--- src/rtl/nn_ctrl_pkg.sv ---
// Shared types and sizing constants for the classifier frame controller.
package nn_ctrl_pkg;

  typedef enum logic [1:0] {
    IDLE,
    CAPTURE,
    DRAIN,
    EMIT
  } seq_state_t;

  localparam int unsigned DEF_IMG_W   = 28;
  localparam int unsigned DEF_IMG_H   = 28;
  localparam int unsigned DEF_X0      = 306;
  localparam int unsigned DEF_Y0      = 226;
  localparam int unsigned DEF_TIMEOUT = 4096;

  // Largest line length / frame height the position counters must span.
  localparam int unsigned LINE_MAX    = 2048;
  localparam int unsigned FRAME_MAX   = 2048;
  localparam int unsigned COL_W       = $clog2(LINE_MAX);
  localparam int unsigned ROW_W       = $clog2(FRAME_MAX);

  localparam int unsigned CLASS_W     = 4;
  localparam int unsigned DROP_W      = 8;

endpackage

--- src/rtl/sync_edge_det.sv ---
// Single-register edge detector for a camera sync line.
module sync_edge_det (
  input  logic clk,
  input  logic rst,
  input  logic d,
  output logic level,
  output logic rise,
  output logic fall
);

  logic d_r;

  // Hold the previous sample of the line.
  always_ff @(posedge clk) begin
    if (rst) d_r <= 1'b0;
    else     d_r <= d;
  end

  assign level = d_r;
  assign rise  = d & ~d_r;
  assign fall  = ~d & d_r;

endmodule

--- src/rtl/inference_sequencer.sv ---
// Frame-level controller: opens the crop window on the pixel stream, follows the
// layer done chain and publishes one class result per processed frame.
module inference_sequencer
  import nn_ctrl_pkg::*;
#(
  parameter int unsigned NUM_LAYERS = 3,
  parameter int unsigned IMG_W      = DEF_IMG_W,
  parameter int unsigned IMG_H      = DEF_IMG_H,
  parameter int unsigned X0         = DEF_X0,
  parameter int unsigned Y0         = DEF_Y0,
  parameter int unsigned TIMEOUT    = DEF_TIMEOUT
) (
  input  logic                  clk,
  input  logic                  rst,
  input  logic                  VSYNC,
  input  logic                  HSYNC,
  output logic                  pix_en,
  output logic                  freeze,
  output logic                  capture_done,
  input  logic [NUM_LAYERS-2:0] layer_done,
  input  logic [CLASS_W-1:0]    final_class,
  output logic [CLASS_W-1:0]    result,
  output logic                  result_valid,
  output logic                  busy,
  output logic                  timeout_err,
  output logic [DROP_W-1:0]     frames_dropped
);

  localparam int unsigned FRAME_PIX = IMG_W * IMG_H;
  localparam int unsigned PIX_W     = $clog2(FRAME_PIX + 1);
  localparam int unsigned IDX_W     = $clog2(NUM_LAYERS);
  localparam int unsigned TMO_W     = $clog2(TIMEOUT + 1);

  localparam logic [COL_W-1:0] COL_LO   = COL_W'(X0);
  localparam logic [COL_W-1:0] COL_HI   = COL_W'(X0 + IMG_W);
  localparam logic [ROW_W-1:0] ROW_LO   = ROW_W'(Y0);
  localparam logic [ROW_W-1:0] ROW_HI   = ROW_W'(Y0 + IMG_H);
  localparam logic [PIX_W-1:0] PIX_LAST = PIX_W'(FRAME_PIX);
  localparam logic [PIX_W-1:0] PIX_PEN  = PIX_W'(FRAME_PIX - 1);
  localparam logic [IDX_W-1:0] IDX_LAST = IDX_W'(NUM_LAYERS - 1);
  localparam logic [TMO_W-1:0] TMO_LAST = TMO_W'(TIMEOUT - 1);

  seq_state_t state, state_nxt;

  logic vs_level, vs_rise, vs_fall;
  logic hs_level, hs_rise, hs_fall;
  logic unused_vs;

  logic [COL_W-1:0]      col;
  logic [ROW_W-1:0]      row;
  logic [PIX_W-1:0]      pix_cnt;
  logic [IDX_W-1:0]      idx;
  logic [TMO_W-1:0]      tmo_cnt;
  logic [NUM_LAYERS-2:0] ld_r, ld_rise;
  logic                  adv, timeout_hit, in_window;

  sync_edge_det u_vsync (
    .clk   (clk),
    .rst   (rst),
    .d     (VSYNC),
    .level (vs_level),
    .rise  (vs_rise),
    .fall  (vs_fall)
  );

  sync_edge_det u_hsync (
    .clk   (clk),
    .rst   (rst),
    .d     (HSYNC),
    .level (hs_level),
    .rise  (hs_rise),
    .fall  (hs_fall)
  );

  assign unused_vs = vs_level ^ vs_fall;
  assign ld_rise   = layer_done & ~ld_r;
  assign in_window = (col >= COL_LO) && (col < COL_HI) && (row >= ROW_LO) && (row < ROW_HI);

  // Stage advance: only a rising edge on the bit of the stage being waited on counts.
  always_comb begin
    adv = 1'b0;
    for (int unsigned i = 0; i < NUM_LAYERS - 1; i++) begin
      if (state == DRAIN && idx == IDX_W'(i) && ld_rise[i]) adv = 1'b1;
    end
  end

  assign timeout_hit = (state == DRAIN) && (idx != IDX_LAST) && !adv && (tmo_cnt == TMO_LAST);

  // State register.
  always_ff @(posedge clk) begin
    if (rst) state <= IDLE;
    else     state <= state_nxt;
  end

  // Next-state logic.
  always_comb begin
    state_nxt = state;
    case (state)
      IDLE:    if (vs_rise) state_nxt = CAPTURE;
      CAPTURE: if (pix_cnt == PIX_LAST) state_nxt = DRAIN;
      DRAIN: begin
        if (idx == IDX_LAST) state_nxt = EMIT;
        else if (timeout_hit) state_nxt = IDLE;
      end
      EMIT:    state_nxt = IDLE;
      default: state_nxt = IDLE;
    endcase
  end

  // State-decoded outputs.
  always_comb begin
    capture_done = (state == CAPTURE) && (pix_cnt == PIX_LAST);
    result_valid = (state == EMIT);
    busy         = (state != IDLE);
  end

  // Pixel position and accepted-pixel counters.
  always_ff @(posedge clk) begin
    if (rst) begin
      col     <= '0;
      row     <= '0;
      pix_cnt <= '0;
    end else begin
      if (vs_rise) begin
        col <= '0;
        row <= '0;
      end else begin
        if (hs_rise)       col <= '0;
        else if (hs_level) col <= col + 1'b1;
        if (hs_fall)       row <= row + 1'b1;
      end
      // A frame whose last pixel coincides with the next VSYNC rise still completes.
      if (vs_rise && !(pix_en && pix_cnt == PIX_PEN)) pix_cnt <= '0;
      else if (pix_en)                                pix_cnt <= pix_cnt + 1'b1;
    end
  end

  // Registered crop gate.
  always_ff @(posedge clk) begin
    if (rst) pix_en <= 1'b0;
    else     pix_en <= (state == CAPTURE) && hs_level && in_window && !vs_rise && (pix_cnt != PIX_LAST);
  end

  assign freeze = ~pix_en;

  // Done-chain index, per-stage timeout timer and sticky timeout flag.
  always_ff @(posedge clk) begin
    if (rst) begin
      ld_r        <= '0;
      idx         <= '0;
      tmo_cnt     <= '0;
      timeout_err <= 1'b0;
    end else begin
      ld_r <= layer_done;
      if (state != DRAIN) begin
        idx     <= '0;
        tmo_cnt <= '0;
      end else if (adv) begin
        idx     <= idx + 1'b1;
        tmo_cnt <= '0;
      end else begin
        tmo_cnt <= tmo_cnt + 1'b1;
      end
      if (timeout_hit) timeout_err <= 1'b1;
    end
  end

  // Result latch and saturating dropped-frame counter.
  always_ff @(posedge clk) begin
    if (rst) begin
      result         <= '0;
      frames_dropped <= '0;
    end else begin
      if (state == DRAIN && idx == IDX_LAST) result <= final_class;
      if (vs_rise && state != IDLE && frames_dropped != '1)
        frames_dropped <= frames_dropped + 1'b1;
    end
  end

endmodule

--- config.mk ---
export PLATFORM = sky130hd
export DESIGN_NAME = inference_sequencer
export DESIGN_NICKNAME = d
export VERILOG_FILES = /design/src/rtl/nn_ctrl_pkg.sv /design/src/rtl/sync_edge_det.sv /design/src/rtl/inference_sequencer.sv
export SDC_FILE = /design/constraint.sdc
export NUM_CORES = 1
export LEC_CHECK = 0
export ABC_AREA = 0
export CAP_MARGIN = 0
export CORE_ASPECT_RATIO = 1.5
export CORE_MARGIN = 3
export CORE_UTILIZATION = 37
export CTS_CLUSTER_DIAMETER = 30
export CTS_CLUSTER_SIZE = 20
export DETAILED_ROUTE_END_ITERATION = 7
export RECOVER_POWER = 50
export SYNTH_ARGS = -nofsm -noshare
export SYNTH_HDL_FRONTEND = slang
export SYNTH_SLANG_ARGS = --single-unit
--- constraint.sdc ---
create_clock -name clk -period 2.47 [get_ports clk]
set_input_delay 0.247 -clock clk [delete_from_list [all_inputs] [get_ports clk]]
set_output_delay 0.247 -clock clk [all_outputs]
set_load 0.02 [all_outputs]
# Yosys cells after proc, flatten, opt, wreduce, memory -nomap -nowiden
# Index checks and enable logic that the tools add are counted.
[op_classes] n_addsub=6 order_cmp=4 n_eq_ne=15 mux=7 bitwise_logic=9 n_reduce_logical=32
[op_table] op="adder 11 x 1 -> 11 bit (second input constant)" count=2
[op_table] op="== test 10 bit (second input constant)" count=2
[op_table] op="logical AND 1 bit" count=20
[op_table] op="adder 13 x 1 -> 13 bit (second input constant)" count=1
[op_table] op="== test 13 x 12 -> 1 bit (second input constant)" count=1
[op_table] op=">= comparator 11 x 8 -> 1 bit (second input constant)" count=1
[op_table] op=">= comparator 11 x 9 -> 1 bit (second input constant)" count=1
[op_table] op="< comparator 11 x 8 -> 1 bit (second input constant)" count=1
[op_table] op="< comparator 11 x 9 -> 1 bit (second input constant)" count=1
[op_table] op="adder 10 x 1 -> 10 bit (second input constant)" count=1
[op_table] op="inequality test 10 bit (second input constant)" count=1
[op_table] op="adder 8 x 1 -> 8 bit (second input constant)" count=1
[op_table] op="two-way mux 2 bit" count=4
[op_table] op="inequality test 2 bit (second input constant)" count=4
[op_table] op="inequality test 8 bit (second input constant)" count=1
[op_table] op="case mux 2 bit (4 select lines)" count=1
[op_table] op="== test 2 bit (second input constant)" count=3
[op_table] op="OR reduction 2 bit" count=3
[op_table] op="OR reduction 3 bit" count=2
[op_table] op="== test 2 x 1 -> 1 bit (second input constant)" count=2
[op_table] op="logical NOT 2 bit" count=2
[op_table] op="NOT 1 bit" count=4
[op_table] op="bitwise AND 1 bit" count=3
[op_table] op="logical NOT 1 bit" count=3
[op_table] op="other kinds (7)" count=8
[word_totals] register_bits=67 out_inout_bits=18 elab_cells=86

# Longest topological paths before layout
[depth] word_depth=11 depth_mapped=6

# By module
# A second synthesis with hierarchy kept.
[hier_totals] cells_unflattened=335 hier_area_um2=3025.4
[by_module_without_submodules] module="inference_sequencer" n_inst=1 cells_each=327 area_per_inst_um2=2947.8 seq_area_each_um2=1301.2
[by_module_without_submodules] module="sync_edge_det" n_inst=2 cells_each=4 area_per_inst_um2=38.8 seq_area_each_um2=20.0

# Least setup slack after synthesis
# OpenSTA, ideal clock, no wires.
[synth_path] kind="flip-flop to flip-flop" startpoint="reg frames_dropped[0]" endpoint="reg frames_dropped[6]" arrival_ps=1588 setup_slack_ps=761 stages_incl_launch_ff=6 n_path_buf=0 period_less_slack_ps=1709 path_cell_list="dfxtp_1 -> ha_1 -> nand2_1 -> a2111oi_4 -> nand4_1 -> mux2_2"
[synth_via] elab_chain_len=2 word_cells_on_any_way=3 classes_between="1 x add/sub; 1 x eq/ne; 1 x reduce/logical"
[synth_rtl] element="start: declaration" line="inference_sequencer.sv:26" text="output logic [DROP_W-1:0] frames_dropped"
[synth_rtl] element="start signal: assignment" line="inference_sequencer.sv:176" text="frames_dropped <= frames_dropped + 1'b1;"
[synth_rtl] element="parallel branches: the longest is 2 deep, another holds adder 8 x 1 -> 8 bit"
# Parallel ways; which one is timed is not known.
# A chain may end at the register's enable or synchronous reset.

# Worst setup path after layout
[layout_path] startpoint="reg pix_cnt[0]" endpoint="out capture_done"
[layout_via] elab_chain_len=2
[layout_rtl] element="start: declaration" line="inference_sequencer.sv:51" text="logic [PIX_W-1:0] pix_cnt;"
[layout_rtl] element="start signal: assignment" line="inference_sequencer.sv:134" text="else if (pix_en) pix_cnt <= pix_cnt + 1'b1;"
[layout_rtl] element="== test 10 bit" line="inference_sequencer.sv:112" text="capture_done = (state == CAPTURE) && (pix_cnt == PIX_LAST);"
[layout_rtl] element="logical AND 1 bit" line="inference_sequencer.sv:112"
[layout_rtl] element="end: declaration" line="inference_sequencer.sv:19" text="output logic capture_done,"
# No other way between the ends.

==> impl_summary.log <==
INFO  metric slew-limit-headroom = 0.2902
INFO  metric clkLatencyLatePin = 0.32 ns
INFO  metric synthTopCellsByArea = dfxtp_1, nor2_1, xnor2_1, ha_1, xor2_1
INFO  metric pwrdens = 658.2 nW/um^2
INFO  metric tritoncts = built
INFO  metric routedWlPerCell = 12.36 um
INFO  metric holdBufCountCts = 0
INFO  metric cts_resized = 0
INFO  metric final_max_slew_viol_count = 0
INFO  metric final.fill_count = about 800
INFO  metric pin_count_of_the_biggest_net_entering_global_routing = 23
INFO  metric final.setup.tns = 0 ns
INFO  metric synth.cell_area = a little over 3000 um^2
INFO  metric die_y = roughly 120 um
INFO  metric number_of_synthesized_flops_with_an_enable_pin = 0
INFO  metric setup.worst_path.start_class = flop
INFO  metric critical_path_class = reg2out
INFO  metric cts_setup_buffers = 0
INFO  metric timing.critical_path.cells = inv_1, ha_1, nor4bb_1, nand4_1, nor2_1, clkdlybuf4s50_1
INFO  metric worst_path_largest_cell_delay = slightly above 0.6 ns
INFO  metric cts-htree-levels = 3
INFO  metric final_cell_mix = dfxtp_1, nor2_1, xnor2_1, nand2_1, clkdlybuf4s50_1
INFO  metric synth_seq_cells = between 60 and 70
INFO  metric synthesized_area_per_cell = 8.948 um^2
INFO  metric drt_iter0_markers = 126
INFO  metric setup_slack = 0.1637 ns
INFO  metric cts.root.buffer_cell = clkbuf_16
INFO  metric time_the_final_worst_path_needs_with_i_o_delays_and_setup = 2.306 ns
INFO  metric sequential_cell_area_fraction_in_the_yosys_report = 0.4358
INFO  metric critPathArrivalTime = approximately 2.1 ns
INFO  metric status = completed
INFO  metric async_flop_share = 0
INFO  metric timing.final.hold_violations = 0
INFO  metric ant_nets = 0
INFO  metric cp_num_cells = 6
INFO  metric die_w = between 80 and 90 um
INFO  metric design.core.area = ~8100 um^2
INFO  metric r2r_slack = roughly 0.7 ns
INFO  metric hpwlAfterDp = roughly 4300 um
INFO  metric setup_violations = 0
INFO  metric power.ir.vdd_worst = roughly 0.48 mV
INFO  metric finalWeightedCongestion = approximately 0.78
INFO  metric grt_first_pass_wirelength = 10520 um
INFO  metric clock_slew_at_reported_path_ffs = 0.05 ns
INFO  metric path_max_fanout = 5
INFO  metric post_synth_inst_count = 344
INFO  metric overall_power_consumption = roughly 2.5 mW
INFO  metric cp.buffers_inverters = 2
INFO  metric detail_route.first_pass.iterations = 4
INFO  metric most_common_library_cell_in_the_layout_ignoring_fill_and_taps = dfxtp_1
INFO  metric drv.max_cap_violation_count = 0
INFO  metric first_global_vias = between 2000 and 2500
INFO  metric synth.largest_area_cell = dfxtp_1
INFO  metric synthToLayoutAreaGrowth = 22.44%
INFO  metric wirelength_routed = approximately 6000 um
INFO  metric antenna_found_initial = 0
INFO  metric finalClockSkew = ~0.006 ns
INFO  metric viasPerCell = about 5.0
INFO  metric ff2ff_path_depth = 6
INFO  metric routed-via-count = 2427
INFO  metric post-route-drc-count = 0
INFO  metric maximum_clock_frequency = about 430 MHz
INFO  metric cts_max_path_buffers = 2
INFO  metric row_count = 40
INFO  metric cts_num_sinks = between 60 and 70
INFO  metric post_route_cells_drive_above_1_share = 0.07330
INFO  metric grt_overflow = 0
INFO  metric diodes = 0
INFO  metric sequential_cell_area = between 1000 and 1500 um^2
INFO  metric multi_input_combinational_cell_area = around 1600 um^2
INFO  metric holdPathStages = 1
INFO  metric p_leak = 1.298 nW
INFO  metric worst_ep_required_time = about 2.2 ns
INFO  metric gr-usage-all-layers = 0.1363
INFO  metric die-area = roughly 9500 um^2
INFO  metric cp_top_family = buffers and inverters
INFO  metric slew_of_the_pin_with_the_lowest_slew_margin = around 1.1 ns
INFO  metric port_buffers = 27
INFO  metric tritoncts.num_buffers = 9
INFO  metric final_nets = 398
INFO  metric crit_slowest_cell = clkdlybuf4s50_1
INFO  metric ios = 28
INFO  metric synthesis.nets = 365
INFO  metric yosys_most_used_dff = dfxtp_1
INFO  metric min_path_type = reg2reg
INFO  metric pre_cts_ws = ~0.48 ns
INFO  metric period_share = 0.9337
INFO  metric start_util = 0.3820
INFO  metric yosysTopAreaCellShare = 0.4358
INFO  metric end_kind = primary output
INFO  metric synth-warning-count = 0
INFO  metric yosys.cell_types.count = 52
INFO  metric grt_setup_unrepaired = no
stage by stage:
stage          utilization  cells  hold slack, ns  instance area, um^2
4_1_cts             0.4696    487          0.4735                 3784
5_1_grt             0.4677    487          0.4917                 3769
3_5_place_dp        0.4306    471          0.4614                 3470
3_3_place_gp        0.4306    471          0.4365                 3470
6_report            0.4677    487          0.4673                 3769
2_1_floorplan            -    344          0.3752                 3078
layer usage:
layer,part of all wire,global-route usage
met5,0,0
met4,0.024,0.06871
met3,0.028,0.02374
met2,0.47,0.2189
met1,0.48,0.1723
area by class of cell:
cell class / instances / area share
repair buffers: 31 / 0.07570
clock inverters: 5 / 0.01627
inverters: 14 / 0.01394
clock buffers: 11 / 0.06707
well taps: 105 / 0.03486
flip-flops and latches: 67 / 0.3559
multi-input cells: 254 / 0.4363
synth_stat cells (all sizes together), types with 5 or more instances:
cell and n:
nor4 5, nand3 14, inv 14, nor3 12, or3 9, xor2 15, o21ai 8, ha 11
dfxtp 67, nor2b 7, mux2i 6, nand2 19, xnor2 20, nand4 14, a21oi 11, nor2 54
and3 6, clkbuf 5
where the power goes:
| group | switching, mW | internal [mW] |
|---|---|---|
| Sequential | 0.0107 | 1.09 |
| Combinational | 0.0460 | 0.0379 |
| Clock | 0.459 | 0.837 |
cell families after synthesis:
group,after synthesis,share of synthesized area
flops,67,0.4358
simple gates,165,0.2846
mux,8,0.02683
compound gates,35,0.07846
xor+xnor,35,0.09960
fa+ha+maj,11,0.04471
buf+inv,23,0.03008
registers in the layout, summed over array words and instances (netlist names), 2 cells and up:
signal          cells
state               2
result              4
frames_dropped      8
idx                 2
tmo_cnt            13
ld_r                2
col                11
row                11
pix_cnt            10
path summary, 6_finish.rpt:
| kind | end | start |
|---|---|---|
| max | capture_done | pix_cnt[0] |
| min | tmo_cnt[0] | tmo_cnt[0] |
| max reg2reg | state[1] | idx[0] |
| min reg2reg | tmo_cnt[0] | tmo_cnt[0] |
(Power assumes the default switching activity.)
==> edit, RTL diff (config.mk and constraints unchanged) <==
Compare `pix_cnt` against `PIX_PEN` with >= in place of ==.
--- a/src/rtl/inference_sequencer.sv
+++ b/src/rtl/inference_sequencer.sv
@@ -130,7 +130,7 @@
         if (hs_fall)       row <= row + 1'b1;
       end
       // A frame whose last pixel coincides with the next VSYNC rise still completes.
-      if (vs_rise && !(pix_en && pix_cnt == PIX_PEN)) pix_cnt <= '0;
+      if (vs_rise && !(pix_en && pix_cnt >= PIX_PEN)) pix_cnt <= '0;
       else if (pix_en)                                pix_cnt <= pix_cnt + 1'b1;
     end
   end
Behaviour: same outputs for any inputs over 10 cycles, from zero or initial values and one cycle with rst high; that may be too few to reach the edited logic, so the function may still have changed.
==> edit against the original RTL <==
- power fell by 6.9%
- design area shrank 3.1%
- area after synthesis down 1.5%
- routed wire length decreased by 5.4%
- utilization hardly changed
- global-route usage decreased by 0.078 points
- sequential cell count unchanged
- first-iteration DRC count is 48% lower
- setup slack worse by 10 ps
- sequential power about the same
==> edit: results <==
group,metric,value,unit
grt,grt_max_degree,19,
place,place_congestion,0.776,
final_layout,layout-drive-gt1-share,0.0525,
timing,setup_ws,154,ps
detailed_routing,wl_met1,2.54,mm
final_layout,nFillCells,763,
place,numPortBuffers,27,
final_layout,instances_no_fill,483,
final_layout,nets,399,
timing,tightest_slew,789,ps
logic_synthesis,avgSynthCellArea,8.71,µm²
setup_path,r2r_start,"u_vsync.level",
logic_synthesis,synth_top_cells_by_count,"67 x dfxtp_1, 57 x nor2_1, 25 x nand2_1, 20 x xor2_1, 19 x xnor2_1",
detailed_routing,route.met3.wl,197,µm
place,dp_hpwl,4.08,mm
setup_path,path_max_fanout,6,
pwr,p_leak,1.29,nW
timing,finalClockSkew,6.46,ps
min_path,whs_path_depth,2,
logic_synthesis,synth_nets,369,
cts,cts_root_buf,"clkbuf_16",
grt,use_met3,0.0482,
detailed_routing,first_iter_violations,65,
detailed_routing,wl,5.70,mm
detailed_routing,via_per_inst,4.91,
place,pre_cts_slack,206,ps
logic_synthesis,synth.area.top_cells,"dfxtp_1 44%, nor2_1 7.1%, xor2_1 5.8%, xnor2_1 5.5%, ha_1 4.5%",
grt,grt_pass1_wl,10.0,mm
pwr,peakVddDrop,0.355,mV
place,place_area,3400,µm²
grt,globalRouteMet2Util,0.233,
grt,grt_pass1_vias,2267,
setup_path,r2r-end,"pix_cnt[9]",
detailed_routing,dr_wl_met2,2.86,mm
pwr,power_density,632,nW/µm²
pwr,power.switching,467,µW
grt,antenna_found_initial,0,
run_status,status,"finished, final reports clean",
place,placed_cells,469,
logic_synthesis,synth-seq-area-share,0.443,
timing,holdWs,452,ps
setup_path,startpoint,"pix_cnt[5]",
grt,grt_usage,0.136,
logic_synthesis,yosysUniqueCellTypes,40,
grt,met1_usage,0.153,
min_path,min_from,"result[3]",
-- edit: final cells by class --
type	instances	area (µm²)	area share
Clock buffer	11	253	0.0692
Clock inverter	3	15.0	0.00411
Inverter	14	52.6	0.0144
Multi-Input combinational cell	256	1580	0.434
Sequential cell	67	1340	0.367
Tap cell	102	128	0.0349
Timing Repair Buffer	30	280	0.0767
-- edit: repair_timing --
| action | CTS | global route |
|---|---|---|
| gates resized for setup | 1 | 0 |
| setup buffers | 0 | 0 |
| setup endpoints to repair | 1 | 0 |
-- edit: cell families after synthesis --
group | count (synthesis) | synth area share
buffers and inverters | 25 | 0.0330
AND/OR/NAND/NOR | 169 | 0.283
AO/OA/AOI/OAI | 31 | 0.0636
XOR/XNOR | 39 | 0.113
adder cells (fa/ha/maj) | 11 | 0.0454
multiplexers | 6 | 0.0198
flip-flops | 67 | 0.443
-- edit: critical path: stages (launching register included) --
cell and delay (ps):
dfxtp_1 350, or3_1 410, or4_4 510, nor2b_4 130, dlygate4sd2_1 340
